### config.mk
export PLATFORM = sky130hd
export DESIGN_NAME = serial_subtractor
export DESIGN_NICKNAME = d
export VERILOG_FILES = /design/src/rtl/arith_pkg.sv /design/src/rtl/full_subtractor.sv /design/src/rtl/serial_subtractor.sv
export SDC_FILE = /design/constraint.sdc
export NUM_CORES = 1
export LEC_CHECK = 0
export BUFFER_PORTS_ARGS = -buffer_cell sky130_fd_sc_hd__buf_2
export CELL_PAD_IN_SITES_DETAIL_PLACEMENT = 1
export CELL_PAD_IN_SITES_GLOBAL_PLACEMENT = 1
export CORE_MARGIN = 4
export CORE_UTILIZATION = 44
export DETAILED_ROUTE_END_ITERATION = 12
export PLACE_DENSITY_LB_ADDON = 0.08
export SYNTH_ARGS = -nofsm -noshare
export SYNTH_HDL_FRONTEND = slang
export SYNTH_SLANG_ARGS = --single-unit
### constraint.sdc
create_clock -name clk -period 2.38 [get_ports clk]
set_input_delay 0.238 -clock clk [delete_from_list [all_inputs] [get_ports clk]]
set_output_delay 0.238 -clock clk [all_outputs]
set_load 0.1 [all_outputs]
### src/rtl/arith_pkg.sv
// Shared definitions for the bit-serial arithmetic blocks: FSM encoding and
// the positions of the status flags within the packed flag register.
package arith_pkg;

    typedef enum logic [1:0] {
        ST_IDLE  = 2'd0,
        ST_SHIFT = 2'd1,
        ST_DONE  = 2'd2
    } serial_state_t;

    localparam int FLAG_BORROW_BIT = 0;
    localparam int FLAG_OVF_BIT    = 1;
    localparam int FLAG_W          = 2;

endpackage

### src/rtl/full_subtractor.sv
// One-bit full subtractor cell: d = a - b - bin, with borrow-out.
module full_subtractor (
    output logic d,
    output logic bout,
    input  logic a,
    input  logic b,
    input  logic bin
);

    logic w_axb;

    assign w_axb = a ^ b;
    assign d     = w_axb ^ bin;
    assign bout  = (~a & b) | (~w_axb & bin);

endmodule

### src/rtl/serial_subtractor.sv
// Bit-serial N-bit subtractor, LSB first, with start/busy/done handshake.
// diff is the result shift register itself; borrow/ovf update only when the last bit completes.
module serial_subtractor
    import arith_pkg::*;
#(
    parameter int N = 8
) (
    input  logic         clk,
    input  logic         rst,
    input  logic         start,
    input  logic [N-1:0] a,
    input  logic [N-1:0] b,
    output logic         busy,
    output logic         done,
    output logic [N-1:0] diff,
    output logic         borrow,
    output logic         ovf
);

    localparam int CNT_W = $clog2(N);
    localparam logic [CNT_W-1:0] CNT_LAST = CNT_W'(N - 1);

    serial_state_t      r_state;
    serial_state_t      w_state_next;
    logic [N-1:0]       r_a;
    logic [N-1:0]       r_b;
    logic [N-1:0]       r_res;
    logic [CNT_W-1:0]   r_cnt;
    logic               r_bin;
    logic               r_a_msb;
    logic               r_b_msb;
    logic [FLAG_W-1:0]  r_flags;
    logic               w_d;
    logic               w_bout;
    logic               w_accept;
    logic               w_last;

    assign w_accept = start && ((r_state == ST_IDLE) || (r_state == ST_DONE));
    assign w_last   = (r_cnt == CNT_LAST);

    full_subtractor u_fs (
        .d    (w_d),
        .bout (w_bout),
        .a    (r_a[0]),
        .b    (r_b[0]),
        .bin  (r_bin)
    );

    always_ff @(posedge clk or posedge rst) begin
        if (rst) begin
            r_state <= ST_IDLE;
        end else begin
            r_state <= w_state_next;
        end
    end

    always_comb begin
        w_state_next = r_state;
        case (r_state)
            ST_IDLE:  if (start) w_state_next = ST_SHIFT;
            ST_SHIFT: if (w_last) w_state_next = ST_DONE;
            ST_DONE:  w_state_next = start ? ST_SHIFT : ST_IDLE;
            default:  w_state_next = ST_IDLE;
        endcase
    end

    always_comb begin
        busy = 1'b0;
        done = 1'b0;
        case (r_state)
            ST_SHIFT: busy = 1'b1;
            ST_DONE:  done = 1'b1;
            default:  ;
        endcase
    end

    // Operand MSBs are captured at accept because the operand registers shift away.
    always_ff @(posedge clk or posedge rst) begin
        if (rst) begin
            r_a     <= '0;
            r_b     <= '0;
            r_res   <= '0;
            r_cnt   <= '0;
            r_bin   <= 1'b0;
            r_a_msb <= 1'b0;
            r_b_msb <= 1'b0;
            r_flags <= '0;
        end else if (w_accept) begin
            r_a     <= a;
            r_b     <= b;
            r_cnt   <= '0;
            r_bin   <= 1'b0;
            r_a_msb <= a[N-1];
            r_b_msb <= b[N-1];
        end else if (r_state == ST_SHIFT) begin
            r_a   <= r_a >> 1;
            r_b   <= r_b >> 1;
            r_res <= {w_d, r_res[N-1:1]};
            r_bin <= w_bout;
            if (w_last) begin
                r_flags[FLAG_BORROW_BIT] <= w_bout;
                r_flags[FLAG_OVF_BIT]    <= (r_a_msb != r_b_msb) && (w_d != r_a_msb);
            end else begin
                r_cnt <= r_cnt + CNT_W'(1);
            end
        end
    end

    assign diff   = r_res;
    assign borrow = r_flags[FLAG_BORROW_BIT];
    assign ovf    = r_flags[FLAG_OVF_BIT];

endmodule
# ---- Word-level counts from Yosys, hierarchy flattened
# Cells that the tools add are included.
dict set report totals {
  reg_bits 34
  input_bits 19
  wordCells 50
}
dict set report classes {
  addsub 1
  eq_ne 8
  muxes 15
  n_bitwise 8
  reduce_logical 9
}
# operator n
set ops {}
lappend ops {{8-bit 2-to-1 mux} 4}
lappend ops {{3-bit 2-to-1 mux} 3}
lappend ops {{2-bit != test, second input constant} 3}
lappend ops {{2-bit case mux with 3 select lines} 1}
lappend ops {{2-bit AND reduction} 3}
lappend ops {{1-bit 2-to-1 mux} 5}
lappend ops {{2-bit 2-to-1 mux} 2}
lappend ops {{3-bit by 1-bit adder with 3-bit output, second input constant} 1}
lappend ops {{3-bit equality test, second input constant} 1}
lappend ops {{1-bit inverter} 3}
lappend ops {{3-bit AND reduction} 1}
lappend ops {{1-bit AND} 2}
lappend ops {{2-bit by 1-bit equality test with 1-bit output, second input constant} 1}
lappend ops {{2-bit equality test, second input constant} 1}
lappend ops {{1-bit logical AND} 2}
lappend ops {{2-bit zero test} 1}
lappend ops {{1-bit != test} 2}
lappend ops {{2-bit nonzero test} 1}
lappend ops {{1-bit XOR} 2}
lappend ops {{1-bit logical OR} 1}
lappend ops {{1-bit OR} 1}

# ---- Longest topological paths before layout
dict set report logic_depth {
  ltp_word 6
  mapped_depth 6
  depth_no_buf 5
}

# ---- By module
# Synthesis repeated with hierarchy kept, for this count alone.
dict set report hier_totals {
  hier_cells 148
  area_unflattened_um2 1456.4
}
# mod n_inst cells_each area_per_inst_um2 seq_area_each_um2
set modules_own_cells {}
lappend modules_own_cells {serial_subtractor 1 144 1425.1 850.8}
lappend modules_own_cells {full_subtractor 1 4 31.3 0.0}

# ---- Worst setup path before layout
# Ideal clock, no wire load.
dict set report synth_path {
  path_kind {register -> output}
  start {register r_state[0]}
  end {output done}
  arrival_time_ns 1.735
  t_required_ns 2.142
  path_slack_ns 0.407
  stages_incl_launch_ff 2
  path_buffers 0
  cell_sequence {dfrtp_1 nor2b_1}
}
dict set report synth_via {
  elab_chain_cells 2
}
# item line
set synth_rtl {}
lappend synth_rtl {{start, declared} serial_subtractor.sv:23} ;# serial_state_t r_state;
lappend synth_rtl {{start signal, assigned} serial_subtractor.sv:53} ;# r_state <= w_state_next;
lappend synth_rtl {{2-bit equality test} serial_subtractor.sv:70} ;# case (r_state)
lappend synth_rtl {{1-bit 2-to-1 mux} serial_subtractor.sv:70}
lappend synth_rtl {{end, declared} serial_subtractor.sv:14} ;# output logic done,
# Every way passes these cells.

# ---- Worst setup path in the final report
dict set report layout_path {
  start {register r_state[1]}
  end {output busy}
}
dict set report layout_via {
  elab_chain_cells 2
}
# item line
set layout_rtl {}
lappend layout_rtl {{2-bit by 1-bit equality test with 1-bit output} serial_subtractor.sv:70}
lappend layout_rtl {{1-bit 2-to-1 mux} serial_subtractor.sv:70}
lappend layout_rtl {{end, declared} serial_subtractor.sv:13} ;# output logic busy,
# Every way passes these cells.

==> metrics.txt <==
status=finished, final reports clean; crit-path cells=nand2b_1, inv_2, buf_12; Clock Skews=6.62 ps; Chip Width=about 66 um; CP Data Required Time=2140 ps; RePlAce Congestion=0.711; # Max-Cap Violations=0; Top Family by Delay on Critical Path=buffers and inverters; commonest non-fill, non-tap cell in the layout=nand2_1; Setup TNS=0 ps; post-CTS setup buffers=0; die area=about 4400 um^2; Initial DRC Count=10; clk slew on worst S/H paths=100 ps; max-slew violations=0; FF+latch count, synth=34; CTS tree=yes; area of the multi-input gates=~570 um^2; reg2reg end=r_cnt[0]; row count=20; Final nets=between 150 and 200; most frequent cells in the layout=nand2_1, dfrtp_1, buf_2; CTS buffer count=5; fill count=378; grt ovf=0; io pins=31; hold bufs inserted after CTS=0; root buffer cell=clkbuf_4; leading post-synthesis cells by cell area=dfrtp_1, nand2_1, mux2i_1, a22o_1, o21ai_1; internal reg-to-reg setup slack=around 820 ps; top-area cell type share of the netlist area=57.0%; RSZ-0062 raised after global routing=no; count of different cell masters after synthesis=29; first-pass GRT wire length=5.14 mm; # DRC=0; PostCTS Resize Cnt=0; crit path kind=reg -> out; crit path capture type=output pin; cell count along the critical path=3; number of diodes=0; routed vias=~1,100; vias in the first global route=approximately 1,100; Least-Margin Pin Slew=811 ps; drt wl/cell=14.1 um; final setup violating endpoints=0; clk buf depth=2; Worst Hold Class=in -> async; share of cells above drive strength 1=26.5%; Yosys warning count=0; DRT Pass-1 Iters=4; CP max-delay cell=dfrtp_1; number of buffers and inverters on the critical path=2; Tcrit/Tclk final=74.4%; synthesized cell area=1490 um^2; worst reg2reg path depth=5; syn_nets=roughly 160; critical register-to-register path startpoint=r_cnt[0]; Slew headroom=between 40% and 50%; Reg area=851 um^2; routed wire length=between 3 and 4 mm; Worst EP arrival=1530 ps; initial antenna violation count=0; clk_lat worst skew=about 340 ps; P&R area growth vs syn=16.5%; via/cell ratio=4.98; Initial Utilization=47.3%; area leader, netlist=dfrtp_1; largest net degree at the start of global routing=33; CTS HTree Levels=2; synthesized netlist cell count=136; GRT Total Usage=16.3%; fmax=~570 MHz; post-route antenna net violation count=0; Port-buffer cells=30; startpoint types=register; Seq/Total Area, Yosys=57.0%; DIE HEIGHT=66.2 um; HPWL after DPL=2.21 mm; CP peak stage delay=roughly 420 ps; crit-path max FO=20; Syn Area/Cell=about 11 um^2; final hold vios=0; Tmin final=1770 ps; Num Clock Sinks=34; core footprint=3150 um^2
[flip-flops by register name, summed over array words and instances (netlist names)]
name / flops
r_state: 2
r_a_msb: 1
diff: 8
r_cnt: 3
r_bin: 1
r_a: 8
r_b: 8
r_flags: 2
r_b_msb: 1
[metal layers]
| layer | share of wire (%) | global-route usage [%] | up-vias | routed length, um |
|---|---|---|---|---|
| li1 | - | - | 521 | - |
| met1 | 44 | 18.8 | 513 | 1320 |
| met2 | 49 | 26.4 | 24 | 1470 |
| met3 | 4.8 | 4.76 | 7 | 145 |
| met4 | 2.9 | 9.90 | 0 | 87 |
| met5 | 0 | 0 | - | 0 |
[final cells by class]
cell class	instances	share of cell area, %
Sequential cell	34	49.0
Tap cell	44	3.17
Timing Repair Buffer	33	10.8
Clock inverter	1	0.288
Inverter	5	1.08
Clock buffer	7	3.17
Multi-Input combinational cell	90	32.5
[through the flow]
| stage | std cells | hold WS (ps) | setup slack [ps] | area [um^2] | utilization, % |
|---|---|---|---|---|---|
| after floorplan | 136 | 360 | 407 | 1490 | - |
| after global placement | 206 | 427 | 969 | 1680 | 53.2 |
| after detailed placement | 206 | 439 | 821 | 1680 | 53.2 |
| after CTS | 214 | 51.3 | 580 | 1740 | 55.1 |
| after global routing | 214 | 85.1 | 515 | 1740 | 55.1 |
| final | 214 | 31.3 | 610 | 1740 | 55.1 |
[cell families (layout without fill, tap and decap cells)]
kind of cell / count (synthesis) / after routing / share of synthesized area (%)
XOR/XNOR: 1 / 1 / 0.587
flip-flops: 34 / 34 / 57.0
multiplexers: 10 / 10 / 6.88
buffers and inverters: 12 / 46 / 5.03
adder cells (fa/ha/maj): 3 / 3 / 3.02
AO/OA/AOI/OAI: 29 / 29 / 12.9
AND/OR/NAND/NOR: 47 / 47 / 14.5
[synth_stat cells]
cell       number
nor2b_1         1
dfrtp_1        34
o2bb2ai_1       1
nor3_1          1
ha_1            2
inv_2           2
fa_1            1
mux2i_1         8
or2_1           1
and3b_1         1
a221o_1         1
o21ai_1        11
nand2b_1        1
a22o_1          7
buf_6           3
and2b_4         1
xnor2_1         1
o21ai_0         1
inv_1           3
a21oi_1         3
nor3b_2         1
buf_2           3
a21o_1          5
nand2_1        36
nand3b_1        1
buf_4           1
nor2_1          2
nor2_4          1
mux2_1          2
[worst reg2reg max path: cells and delay by family (launching register included)]
kind          cells  cell delay (ps)
fa+ha+maj         2              430
flops             1              420
simple gates      2              390
xor+xnor          1              190
[worst max path at each step]
stage                    start  endpoint
floorplan           r_state[0]      done
detailed placement    r_cnt[0]  r_cnt[0]
finish              r_state[1]      busy
CTS                 r_state[1]      busy
global route        r_state[1]      busy
global placement      r_cnt[0]  r_cnt[0]
Power is left out: the tool's default activity adds up to more than one toggle a clock period on the data nets, which glitch-free logic cannot reach.
